**src/rtl/burst_cmd_sequencer.sv**
```systemverilog
`default_nettype none
// ============================================================================
// Module      : burst_cmd_sequencer
// Description : Splits FIFO transfer commands into AXI-legal bursts, issues
//               them one at a time and returns one merged status per command.
// Revision    : 1.0 - initial release
// ============================================================================
module burst_cmd_sequencer #(
    parameter int ADDR_W     = 32,
    parameter int LEN_W      = 16,
    parameter int ID_W       = 4,
    parameter int DATA_BYTES = 8,
    parameter int MAX_BEATS  = 16,
    parameter int CMD_W      = ID_W + 1 + ADDR_W + LEN_W,
    parameter int RESP_W     = ID_W + 3
) (
    input  logic                                    clk,
    input  logic                                    reset,
    input  logic                                    cmd_fifo_empty,
    output logic                                    cmd_pop_req,
    input  logic                                    cmd_pop_ack,
    input  logic [CMD_W-1:0]                        cmd_pop_struct,
    input  logic                                    resp_fifo_full,
    output logic                                    resp_push_req,
    input  logic                                    resp_push_ack,
    output logic [RESP_W-1:0]                       resp_push_struct,
    output logic                                    bst_start,
    output logic                                    bst_wr,
    output logic [ADDR_W-1:0]                       bst_addr,
    output logic [$clog2(MAX_BEATS*DATA_BYTES):0]   bst_bytes,
    output logic [$clog2(MAX_BEATS):0]              bst_beats,
    input  logic                                    bst_done,
    input  logic [1:0]                              bst_resp,
    output logic                                    busy,
    output logic [15:0]                             cmd_done_cnt
);

    localparam int BYTES_W = $clog2(MAX_BEATS*DATA_BYTES) + 1;
    localparam int BEATS_W = $clog2(MAX_BEATS) + 1;
    localparam int CW0     = (LEN_W > 13) ? LEN_W : 13;
    localparam int CW      = ((CW0 > BYTES_W) ? CW0 : BYTES_W) + 1;

    localparam logic [2:0] S_IDLE  = 3'd0;
    localparam logic [2:0] S_POP   = 3'd1;
    localparam logic [2:0] S_CALC  = 3'd2;
    localparam logic [2:0] S_ISSUE = 3'd3;
    localparam logic [2:0] S_WAIT  = 3'd4;
    localparam logic [2:0] S_PUSH  = 3'd5;
    localparam logic [2:0] S_GAP   = 3'd6;

    logic [2:0]         r_state;
    logic [2:0]         w_next;

    logic [ID_W-1:0]    r_id;
    logic               r_wr;
    logic [ADDR_W-1:0]  r_cur_addr;
    logic [LEN_W-1:0]   r_rem;
    logic [1:0]         r_status;
    logic [ADDR_W-1:0]  r_bst_addr;
    logic [BYTES_W-1:0] r_bst_bytes;
    logic [BEATS_W-1:0] r_bst_beats;
    logic [15:0]        r_cnt;

    logic [ID_W-1:0]    w_cmd_id;
    logic               w_cmd_wr;
    logic [ADDR_W-1:0]  w_cmd_addr;
    logic [LEN_W-1:0]   w_cmd_len;
    logic [CW-1:0]      w_off;
    logic [CW-1:0]      w_to4k;
    logic [CW-1:0]      w_maxb;
    logic [CW-1:0]      w_rem;
    logic [CW-1:0]      w_min1;
    logic [CW-1:0]      w_chunk;
    logic [CW-1:0]      w_beats;
    logic [LEN_W-1:0]   w_rem_after;
    logic               w_unused_full;

    // Response FIFO fullness is informational; the push handshake already waits on ack.
    assign w_unused_full = resp_fifo_full;

    assign w_cmd_len  = cmd_pop_struct[LEN_W-1:0];
    assign w_cmd_addr = cmd_pop_struct[LEN_W +: ADDR_W];
    assign w_cmd_wr   = cmd_pop_struct[LEN_W+ADDR_W];
    assign w_cmd_id   = cmd_pop_struct[CMD_W-1 -: ID_W];

    // Burst size is the tightest of remaining length, 4 KB page end and MAX_BEATS window.
    assign w_off   = CW'(r_cur_addr & ADDR_W'(DATA_BYTES - 1));
    assign w_to4k  = CW'(13'd4096 - {1'b0, r_cur_addr[11:0]});
    assign w_maxb  = CW'(MAX_BEATS * DATA_BYTES) - w_off;
    assign w_rem   = CW'(r_rem);
    assign w_min1  = (w_rem < w_to4k) ? w_rem : w_to4k;
    assign w_chunk = (w_min1 < w_maxb) ? w_min1 : w_maxb;
    assign w_beats = (w_off + w_chunk + CW'(DATA_BYTES - 1)) / CW'(DATA_BYTES);

    assign w_rem_after = r_rem - LEN_W'(r_bst_bytes);

    always_ff @(posedge clk or posedge reset) begin
        if (reset) begin
            r_state <= S_IDLE;
        end else begin
            r_state <= w_next;
        end
    end

    always_comb begin
        w_next = r_state;
        case (r_state)
            S_IDLE:  if (!cmd_fifo_empty) w_next = S_POP;
            S_POP:   if (cmd_pop_ack) w_next = (w_cmd_len == '0) ? S_PUSH : S_CALC;
            S_CALC:  w_next = S_ISSUE;
            S_ISSUE: w_next = S_WAIT;
            S_WAIT:  if (bst_done) w_next = (w_rem_after != '0) ? S_CALC : S_PUSH;
            S_PUSH:  if (resp_push_ack) w_next = S_GAP;
            S_GAP:   w_next = S_IDLE;
            default: w_next = S_IDLE;
        endcase
    end

    always_comb begin
        cmd_pop_req   = 1'b0;
        resp_push_req = 1'b0;
        bst_start     = 1'b0;
        busy          = 1'b1;
        case (r_state)
            S_IDLE:  busy          = 1'b0;
            S_POP:   cmd_pop_req   = 1'b1;
            S_ISSUE: bst_start     = 1'b1;
            S_PUSH:  resp_push_req = 1'b1;
            default: ;
        endcase
    end

    always_ff @(posedge clk or posedge reset) begin
        if (reset) begin
            r_id        <= '0;
            r_wr        <= 1'b0;
            r_cur_addr  <= '0;
            r_rem       <= '0;
            r_status    <= 2'd0;
            r_bst_addr  <= '0;
            r_bst_bytes <= '0;
            r_bst_beats <= '0;
            r_cnt       <= 16'd0;
        end else begin
            case (r_state)
                S_POP: begin
                    if (cmd_pop_ack) begin
                        r_id       <= w_cmd_id;
                        r_wr       <= w_cmd_wr;
                        r_cur_addr <= w_cmd_addr;
                        r_rem      <= w_cmd_len;
                        r_status   <= 2'd0;
                    end
                end
                S_CALC: begin
                    r_bst_addr  <= r_cur_addr;
                    r_bst_bytes <= BYTES_W'(w_chunk);
                    r_bst_beats <= BEATS_W'(w_beats);
                end
                S_WAIT: begin
                    if (bst_done) begin
                        if (bst_resp > r_status) r_status <= bst_resp;
                        r_cur_addr <= r_cur_addr + ADDR_W'(r_bst_bytes);
                        r_rem      <= w_rem_after;
                    end
                end
                S_PUSH: begin
                    if (resp_push_ack) r_cnt <= r_cnt + 16'd1;
                end
                default: ;
            endcase
        end
    end

    assign resp_push_struct = {r_id, r_wr, r_status};
    assign bst_wr           = r_wr;
    assign bst_addr         = r_bst_addr;
    assign bst_bytes        = r_bst_bytes;
    assign bst_beats        = r_bst_beats;
    assign cmd_done_cnt     = r_cnt;

endmodule
`default_nettype wire

```
**config.mk**
```make
export PLATFORM = sky130hd
export DESIGN_NAME = burst_cmd_sequencer
export DESIGN_NICKNAME = d
export VERILOG_FILES = /design/src/rtl/burst_cmd_sequencer.sv
export SDC_FILE = /design/constraint.sdc
export NUM_CORES = 1
export LEC_CHECK = 0
export BUFFER_PORTS_ARGS = -buffer_cell sky130_fd_sc_hd__buf_2
export CAP_MARGIN = 15
export CORE_AREA = 2 2 120 151
export DETAILED_ROUTE_END_ITERATION = 12
export DIE_AREA = 0 0 122 153
export PLACE_DENSITY = 0.74
export SYNTH_ARGS = -nofsm -noshare
export SYNTH_HDL_FRONTEND = slang
export SYNTH_SLANG_ARGS = --single-unit
```
**constraint.sdc**
```tcl
create_clock -name clk -period 21.7 [get_ports clk]
set_input_delay 2.17 -clock clk [delete_from_list [all_inputs] [get_ports clk]]
set_output_delay 2.17 -clock clk [all_outputs]
set_load 0.02 [all_outputs]
```
== After elaboration in Yosys (flattened, before gate mapping) ==
Index checks and enable logic that the tools add are counted.
Word-level totals
  register bits after elaboration: 119
Cells by class
  add/subtract/negate cells: 7
  $lt $le $gt $ge: 3
  equal/unequal tests: 10
  mux-type cells: 23
  reduce and logical (&&, ||, !) cells: 9
Operator list (count)
  $mux 32: 2
  $pmux 32 s2: 1
  $add 32x8->32: 1
  $mux 16: 2
  $pmux 16 s2: 1
  $mux 3: 6
  $pmux 3 s6: 1
  $lt 16x17->1: 1
  $lt 17x17->1: 1
  $mux 17: 1
  $add 16x1->16 const B: 1
  $logic_not 16->1: 1
  $reduce_bool 16->1: 1
  $sub 16x8->16: 1
  $sub 13x12->14 const A: 1
  $ne 2x2->1 const B: 5
  $sub 8x3->9 const A: 1
  $add 3x8->8: 1
  $add 8x3->8 const B: 1
  $mux 8: 1
  $reduce_and 4->1: 2
  $eq 3x2->1 const B: 2
  $eq 3x3->1 const B: 2
  $mux 2: 3
  8 further kinds: 12

== Longest topological paths before layout ==
Gate-level depths: netlist of the first run.
  depth in word-level cells: 7
  mapped depth: 32

== Worst setup path before layout of the first run ==
No wires, ideal clock.
  path type: register to register
  from: register r_cur_addr[1]
  to: register r_bst_beats[4], in the netlist bst_beats[4]
  library setup time: 0.080 ns
  arrival time: 7.393 ns
  data required time: 21.620 ns
  slack: 14.227 ns
  cell stages (with the launch flop): 32
  path buffers: 3
  cells stage by stage: dfrtp_1 -> inv_1 -> ha_1 -> nor3b_1 -> nor4b_4 -> xor2_1 -> ha_1 -> a21o_1 -> a21o_1 -> a211o_1 -> a21oi_1 -> clkbuf_1 -> clkbuf_1 -> nor2_1 -> a21o_1 -> ha_1 -> a2111oi_0 -> o221ai_1 -> a2111oi_0 -> and2_1 -> or2_2 -> clkbuf_1 -> mux2i_1 -> ha_1 -> inv_1 -> ha_1 -> a211o_1 -> o21ai_0 -> a21oi_1 -> o211ai_4 -> or4_1 -> o211ai_2
Between the ends
  word-level cells in the longest chain between the ends: 7
Ends and longest elaborated chain
  start: declaration: line 56  | logic [ADDR_W-1:0] r_cur_addr;
  start signal: assignment: line 150  | r_cur_addr <= w_cmd_addr;
  start signal: assignment: line 163  | r_cur_addr <= r_cur_addr + ADDR_W'(r_bst_bytes);
  $sub 13x12->14: line 88  | assign w_to4k = CW'(13'd4096 - {1'b0, r_cur_addr[11:0]});
  $lt 16x17->1: line 91  | assign w_min1 = (w_rem < w_to4k) ? w_rem : w_to4k;
  $mux 17: line 91
  $lt 17x17->1: line 92  | assign w_chunk = (w_min1 < w_maxb) ? w_min1 : w_maxb;
  $mux 8: line 92
  $add 3x8->8 *: line 93  | assign w_beats = (w_off + w_chunk + CW'(DATA_BYTES - 1)) / CW'(DATA_BYTES);
  $add 8x3->8 *: line 93
  end signal: assignment: line 158  | r_bst_beats <= BEATS_W'(w_beats);
  end: declaration: line 61  | logic [BEATS_W-1:0] r_bst_beats;
Mark *: on every way between the ends. The rest lies on a longest branch, timed or not.
A chain may end at the register's enable or synchronous reset.

== Worst setup path after layout of the first run ==
Same ends and word-level chain as after synthesis.

==> results.toml, run 1 <==
[cts]
clkSinkCount = 119
clock_path_buffers = 2
ctsHoldBuffers = 0
cts_tree = "built"
worstSkewPairLatency_ns = 0.42
h-tree-depth = 4
post-cts-setup-buffers = 0
cts_root_buffer = "clkbuf_16"
cts_buffers = 17
post_cts_resized = 0
cts.clk_slew.worst_paths_ns = 0.06

[floorplanning]
die-area_mm2 = 0.0187
start_util_pct = 44.0
die_h_um = 153
ios = 135
num_rows = 54
die_w_um = 122
coreArea_mm2 = 0.0172

[synth]
ys_ff_latch = 119
synth_edf_count = 0
seq_area_frac_synth_pct = 39.3
yosysWarnings = 0
synth-async-reset-ratio_pct = 100
synthCells = 905
synth_flop_cell = "dfrtp_1"
synth.avg_cell_area_um2 = 8.37
yosys.cell_types.count = 70
syn-cell-area_mm2 = 0.00757
synth_nets = 1013

[global_routing]
grt_usage_pct = 23.1
first_global_vias = 6977
antenna_found_initial = 4
grt-ovfl-total = 0
grt_pass1_wl_mm = 34.3
grt_max_degree = 73

[run]
cap_viol_max_count = 0

[placement]
routabilityCongestion = 0.900
dp_hpwl_mm = 15.0
dp_cells = 1218
port-buffer-count = 133

[worst_setup_path]
reg2reg_from = "r_cur_addr[1]"
reg2reg_setup_slack_ns = 13.85
max_stage_delay_ns = 0.54
critPathArrivalTime_ns = 8.19
r2r_cells = 30
end_kind = "flop"
critPathKind = "flop to flop"
cp.required_ns = 22.04
worstPathMaxFanout = 21
cpMostUsedCell = "ha_1"
timing.rr.end = "bst_beats[4]"
crit_path_top_delay_cell = "a2111oi_0"
cp-start-kind = "flop"

[routing]
routed_wl_mm = 21.0
drt_drc_violations_left = 0
wire_per_inst_um = 16.7
ant_nets = 0
drt-pass1-iter-count = 5
drt_iter0_drc = 418
via_per_inst = 5.64
via_count = 7067

[pwr]
swShare_pct = 45.9
ir_worst_vdd_mv = 0.0828
p_leak_nw = 4.30
power_frac_comb_pct = 51.3
clkPwrFrac_pct = 19.4
post-layout-total-power_mw = 1.46
switchingPower_mw = 0.668
p_int_mw = 0.787
power_frac_seq_pct = 29.2
cellPowerDensity_mw_per_mm2 = 162

[outcome]
run_status = "completed"

[final_layout]
fillerInstances = 1648
drive_gt1_share_pct = 19.6
syn2layout_area_growth_pct = 18.9
final_net_count = 1121
fin_cells = 1253

[timing]
skew_ns = 0.0102
fmax_ghz = 0.127
finalMaxSlewViolations = 0
min_period_ns = 7.85
rsz0062_at_grt = "false"
hold_ws_ns = 0.464
maxSlewHeadroom_pct = 30.7
tightest_slew_ns = 1.04
finalSetupTns_ns = 0
setup_viol = 0
finalHoldViolations = 0
finalCritPeriodShare_pct = 36.2

[worst_hold_path]
holdPathEnd = "cmd_done_cnt[15]"
worstHoldStart = "cmd_done_cnt[15]"
hold_depth = 1
hold_path_class = "flop to flop"
## flip-flops by register name (all words and copies together), names as in the netlist
signal / cells
bst_addr: 32
bst_beats: 5
bst_bytes: 8
bst_wr: 1
cmd_done_cnt: 16
r_cur_addr: 32
r_id: 4
r_rem: 16
r_state: 3
r_status: 2
## layout by cell type (no fill, tap or decap), drive strengths merged, types with 4 or more instances in the layout
master and instances:
or4 6, nand2 184, o211ai 9, inv 37, nor2b 8, a31oi 14, clkbuf 21, or3 5
a21oi 51, a22oi 4, mux2i 6, mux2 4, xnor2 21, nor4 13, xor2 14, or2 9
o311ai 5, a21o 9, a211oi 7, o21a 11, o21ai 60, o22ai 7, o22a 13, nand4 8
nor2 68, and3 11, buf 141, dfrtp 119, ha 44, clkinvlp 6, and2 11, nor3 16
nand3 31
## worst max-delay path: cells and delay by family (launching register included)
kind                     cells  cell delay (ns)
AO/OA/AOI/OAI               13             2.98
XOR/XNOR                     1             0.18
adder cells (fa/ha/maj)      5             1.28
buffers and inverters        4             0.71
flip-flops                   1             0.41
multiplexers                 1             0.28
AND/OR/NAND/NOR              6             1.92
## per-layer routing
layer	global-route usage, %	part of all wire, %	vias up
met3	5.93	5.7	48
met5	0	0.057	-
li1	-	-	3411
met1	26.7	41	3393
met4	9.91	3.7	2
met2	39.9	50	213
## power groups by stage
| stage | Sequential, mW | Clock [mW] | Combinational [mW] |
|---|---|---|---|
| 6_report | 0.425 | 0.283 | 0.747 |
| 3_5_place_dp | 0.426 | 0 | 0.741 |
| 4_1_cts | 0.424 | 0.287 | 0.748 |
| 5_1_grt | 0.440 | 0.297 | 0.836 |
| 3_3_place_gp | 0.423 | 0 | 0.718 |
| 2_1_floorplan | 0.435 | 0 | 0.528 |
## logic make-up (layout without fill, tap and decap cells)
logic type | count (synthesis) | after routing | synth area share, %
adder cells (fa/ha/maj) | 46 | 46 | 7.80
AND/OR/NAND/NOR | 383 | 383 | 23.5
multiplexers | 10 | 10 | 1.39
flip-flops | 119 | 119 | 39.3
buffers and inverters | 89 | 210 | 4.48
AO/OA/AOI/OAI | 223 | 223 | 19.5
XOR/XNOR | 35 | 35 | 4.05
other | 0 | 3 | 0
## per-stage QoR
stage	worst slack [ns]	util (%)	instance area, µm²
floorplan	14.23	-	7570
global placement	14.23	48.8	8400
detailed placement	14.04	48.8	8400
CTS	13.87	52.2	8990
global route	13.26	52.2	9000
finish	13.85	52.3	9000
## worst max-delay path by stage
stage | depth (start not counted) | endpoint | start | slack (ns)
after detailed placement | 30 | bst_beats[4] | r_cur_addr[1] | 14.04
after global routing | 30 | bst_beats[4] | r_cur_addr[1] | 13.26
after global placement | 30 | bst_beats[4] | r_cur_addr[1] | 14.23
after floorplan | 31 | bst_beats[4] | r_cur_addr[1] | 14.23
after CTS | 30 | bst_beats[4] | r_cur_addr[1] | 13.87
final | 30 | bst_beats[4] | r_cur_addr[1] | 13.85
## Yosys cell counts (3+ instances only)
master     count  area share [%]
or4_1          5            0.50
and3_1        11            0.91
o21a_1        11             1.1
o22ai_1        7            0.58
a31oi_1       14             1.2
nand2_1      184             9.1
buf_1          5            0.25
or3_1          4            0.33
a21oi_1       51             3.4
or2_2          8            0.66
mux2i_1        6            0.79
clkbuf_1      45             2.2
xnor2_1       21             2.4
nor2b_1        8            0.66
dfrtp_1      119              39
nor3_1        16             1.1
o21ai_0       59             3.9
nor2_1        68             3.4
nor4_1        12            0.99
nand2b_1       3            0.25
o211ai_1       7            0.69
and2_1        10            0.83
o22a_1        13             1.5
nand4_1        8            0.66
xor2_1        14             1.6
nand3_1       31             2.0
o311ai_0       5            0.58
inv_1         37             1.8
a211o_1        3            0.35
ha_1          44             7.3
a21o_1         9            0.89
o2111ai_1      3            0.35
a211oi_1       7            0.69
mux2_2         4            0.59
a22oi_1        4            0.40
## layout make-up
type                            instances  area, µm²  share of cell area [%]
Multi-Input combinational cell        697       4280                    47.5
Sequential cell                       119       2980                    33.1
Timing Repair Buffer                  141        726                    8.06
Clock buffer                           21        470                    5.23
Tap cell                              224        280                    3.11
Inverter                               37        141                    1.57
Clock inverter                         11        124                    1.38
Antenna cell                            3       7.51                  0.0834
Power figures use the tool's default switching activity.
==> run 2: changes to the inputs <==
PLACE_DENSITY = 0.77   (was 0.74)
clock period = 6.49 ns   (was 21.7 ns; I/O delays follow)
==> run 2 against run 1 <==
Net effect: cell count is 1.1% higher; clock power grew to 3.1 times the previous value; combinational power grew to 3.6 times the previous value; via count about the same; critical path type unchanged; largest cell class unchanged; highest routed layer is now met4.
==> results.toml, run 2 (synthesis results as in run 1) <==
[outcome]
run_status = "completed"

[pwr]
cellPowerDensity_mw_per_mm2 = 540
ir_worst_vdd_mv = 0.301
p_leak_nw = 4.38

[global_routing]
antenna_found_initial = 0
grt_pass1_wl_mm = 34.1
grt_usage_pct = 22.8
grt_max_degree = 70
grt-ovfl-total = 0
first_global_vias = 6961

[routing]
drt-pass1-iter-count = 5
routed_wl_mm = 21.0
via_count = 7073
drt_drc_violations_left = 0
drt_iter0_drc = 495
wire_per_inst_um = 16.6
ant_nets = 0
via_per_inst = 5.58

[timing]
min_period_ns = 6.21
setup_viol = 0
fmax_ghz = 0.161
maxSlewHeadroom_pct = 33.3
finalHoldViolations = 0
tightest_slew_ns = 0.998
finalCritPeriodShare_pct = 95.7
skew_ns = 0.00586
hold_ws_ns = 0.332
finalMaxSlewViolations = 0

[final_layout]
mostFrequentLayoutCells = "nand2_1 (183), buf_2 (133), dfrtp_1 (118)"
syn2layout_area_growth_pct = 21.6
final_net_count = 1138
utilization_pct = 53.4
fillerInstances = 1630
diodes = 0
drive_gt1_share_pct = 22.8
final_common_cell = "nand2_1"
fin_area_mm2 = 0.00921

[cts]
clkSinkCount = 119
cts_root_buffer = "clkbuf_16"
worstSkewPairLatency_ns = 0.42
cts_buffers = 17
cts_tree = "built"
h-tree-depth = 4
cts.clk_slew.worst_paths_ns = 0.06
clock_path_buffers = 2

[worst_setup_path]
crit_path_top_delay_cell = "or4_4"
timing.rr.end = "bst_beats[4]"
r2r_cells = 26
cp.required_ns = 6.84
reg2reg_setup_slack_ns = 0.28
critPathKind = "flop to flop"
max_stage_delay_ns = 0.58
worstPathMaxFanout = 4
cpMostUsedCell = "a21o_1"
crit_start = "r_cur_addr[5]"
critPathArrivalTime_ns = 6.56
end_kind = "flop"
critPathCapture = "bst_beats[4]"
cp-start-kind = "flop"
reg2reg_from = "r_cur_addr[5]"

[worst_hold_path]
hold_path_class = "primary input to asynchronous set/reset pin"

[floorplanning]
die-area_mm2 = 0.0187
die_w_um = 122
ios = 135
num_rows = 54
start_util_pct = 44.0
die_h_um = 153
coreArea_mm2 = 0.0172

[placement]
routabilityCongestion = 0.892
port-buffer-count = 133
dp_hpwl_mm = 14.9
place_area_mm2 = 0.00852

[run]
cap_viol_max_count = 0
[run 2: per-layer routing]
layer | vias up | GRT usage, % | share of wire [%]
met3 | 51 | 4.29 | 5.0
met4 | 0 | 12.0 | 4.6
met1 | 3360 | 27.3 | 41
li1 | 3445 | - | -
met5 | - | 0 | 0
met2 | 217 | 38.6 | 50
[run 2: metrics by stage]
stage,instances,power (mW),setup TNS [ns],worst slack [ns]
3_3_place_gp,1229,3.88,0,0.177
5_1_grt,1267,5.40,-0.0848,-0.0612
6_report,1267,4.97,0,0.276
4_1_cts,1261,4.84,0,0.0825
3_5_place_dp,1229,3.94,0,0.122
2_1_floorplan,905,3.26,0,0.0486
[run 2: worst max-delay path, delay by kind of cell, from the launching register on]
kind	cells	cell delay (ns)
AND/OR/NAND/NOR	6	1.78
AO/OA/AOI/OAI	13	2.53
multiplexers	1	0.22
adder cells (fa/ha/maj)	4	0.96
XOR/XNOR	1	0.19
buffers and inverters	1	0.06
flip-flops	1	0.38
[run 2: worst min path at each step]
stage / to / cells after the start / from
floorplan: bst_addr[15] / 2 / r_cur_addr[15]
global placement: cmd_done_cnt[15] / 1 / cmd_done_cnt[15]
detailed placement: bst_addr[21] / 2 / bst_addr[21]
CTS: bst_addr[31] / 2 / reset
global route: cmd_done_cnt[2] / 2 / reset
finish: cmd_done_cnt[2] / 2 / reset
[run 2: repair_timing]
action                                 CTS  global route
hold buffers                             0             0
setup endpoints to repair                0             4
setup buffers                            0             6
resized for setup                        0            17
endpoints found under the hold margin    0             0
[run 2: layout make-up]
cell class	count	area, µm²	share of cell area [%]
clock buffer	17	425	4.62
clock inverter	15	121	1.32
inverter	37	141	1.54
multi-input combinational	697	4410	47.9
sequential	119	2980	32.4
tap	224	280	3.04
timing repair buffer	158	853	9.27
[run 2: where the power goes]
| group | switching (mW) | internal, mW |
|---|---|---|
| clock network | 0.380 | 0.495 |
| registers | 0.357 | 1.05 |
| logic | 1.59 | 1.10 |
| total | 2.33 | 2.65 |
==> run 3: changes to the inputs <==
REMOVE_ABC_BUFFERS = 1   (was not set)
==> run 3 against run 2 <==
Net effect: total power increased by 5.4%; critical path type unchanged; non-clock buffer count rose by 20; global-route usage is 0.095 points higher; combinational power is 6% higher; sequential share of layout area shrank 0.71 points; clock skew rose by 0.0083 ns.
==> results.toml, run 3 (synthesis results as in run 1) <==
[placement]
dp_hpwl_mm = 14.8
routabilityCongestion = 0.884
place_area_mm2 = 0.00863
port-buffer-count = 133

[cts]
cts_tree = "built"
cts.clk_slew.worst_paths_ns = 0.06
clkSinkCount = 119
cts_root_buffer = "clkbuf_16"
cts_buffers = 17
clock_path_buffers = 2
worstSkewPairLatency_ns = 0.43
h-tree-depth = 4
ctsHoldBuffers = 0

[routing]
drt_drc_violations_left = 0
via_per_inst = 5.57
ant_nets = 0
drt-pass1-iter-count = 7
wire_per_inst_um = 16.2
drt_iter0_drc = 366
routed_wl_mm = 20.9
via_count = 7179

[global_routing]
grt_use_met3_pct = 4.55
antenna_found_initial = 2
top_usage_layer = "met2"
grt_usage_pct = 22.9
grt_pass1_wl_mm = 34.2
first_global_vias = 6965
grt_max_degree = 70
grt_use_met2_pct = 38.8
grt-ovfl-total = 0
use_met1_pct = 27.8

[floorplanning]
die-area_mm2 = 0.0187
num_rows = 54
die_w_um = 122
start_util_pct = 44.0
die_h_um = 153
ios = 135
coreArea_mm2 = 0.0172

[worst_setup_path]
reg2reg_from = "r_cur_addr[7]"
cp-start-kind = "flop"
cpMostUsedCell = "a21o_1"
worstPathMaxFanout = 3
r2r_cells = 28
max_stage_delay_ns = 0.59
critPathArrivalTime_ns = 6.52
cp_num_cells = 28
path_buf_inv = 3
crit_path_top_delay_cell = "or4_4"
timing.rr.end = "bst_beats[2]"
cp.required_ns = 6.77
end_kind = "flop"
path_delay_family = "compound AO/OA/AOI/OAI gates"
reg2reg_setup_slack_ns = 0.25
critPathKind = "flop to flop"

[worst_hold_path]
hold_path_class = "primary input to asynchronous set/reset pin"

[final_layout]
syn2layout_area_growth_pct = 24.2
ff_latch_area_mm2 = 0.00298
multiInputGateArea_mm2 = 0.00438
final_net_count = 1158
final_common_cell = "nand2_1"
utilization_pct = 54.6
fin_area_mm2 = 0.00941
fillerInstances = 1599
mostFrequentLayoutCells = "nand2_1 (183), buf_2 (134), dfrtp_1 (119)"
drive_gt1_share_pct = 23.8

[timing]
maxSlewHeadroom_pct = 29.4
min_period_ns = 6.24
tightest_slew_ns = 1.06
finalMaxSlewViolations = 0
finalHoldViolations = 0
skew_ns = 0.0142
finalCritPeriodShare_pct = 96.2
hold_ws_ns = 0.341
fmax_ghz = 0.160
setup_viol = 0

[pwr]
switchingPower_mw = 2.33
power_frac_seq_pct = 26.4
p_leak_nw = 4.51
p_int_mw = 2.92
cellPowerDensity_mw_per_mm2 = 557
swShare_pct = 44.4
clkPwrFrac_pct = 19.0
power_frac_comb_pct = 54.6
ir_worst_vdd_mv = 0.259

[outcome]
run_status = "completed"

[run]
cap_viol_max_count = 0
run 3: cell type report:
class	count	area share (%)
flip-flops and latches	119	31.7
repair buffers	178	10.7
well taps	224	2.98
clock buffers	20	4.64
multi-input cells	697	46.6
inverters	37	1.50
clock inverters	12	1.89
diodes	2	0.0532
run 3: power groups by stage:
stage	registers [mW]	logic [mW]	clock network (mW)
floorplan	1.51	1.66	0
global placement	1.38	2.61	0
detailed placement	1.39	2.68	0
CTS	1.38	2.71	1.01
global route	1.43	3.19	1.04
finish	1.39	2.86	0.995
run 3: repair_timing:
action	in CTS	in global routing
gates resized for setup	4	27
buffers inserted	0	5
pin swaps	0	13
setup endpoints to repair	3	5
cloned	0	1
run 3: worst max-delay path by stage:
stage                             start  slack [ns]      endpoint
after floorplan           r_cur_addr[1]       -0.96  bst_beats[4]
after global placement    r_cur_addr[4]        0.05  bst_beats[4]
after detailed placement  r_cur_addr[4]       -0.09  bst_beats[4]
after CTS                 r_cur_addr[4]        0.02  bst_beats[4]
after global routing      r_cur_addr[5]       -0.11  bst_beats[3]
final                     r_cur_addr[7]        0.25  bst_beats[2]
run 3: layer usage:
metal	part of all wire (%)	routed length [µm]
met5	0	0
met4	3.8	787
met3	4.7	973
met2	50	10400
met1	42	8740
run 3: per-stage QoR:
step           TNS [ns]  setup slack, ns  power (mW)  instances
2_1_floorplan     -3.23           -0.955        3.17        853
3_5_place_dp     -0.110          -0.0879        4.07       1249
5_1_grt          -0.340           -0.108        5.67       1288
6_report              0            0.250        5.24       1289
3_3_place_gp          0           0.0467        3.98       1249
4_1_cts               0           0.0182        5.10       1281
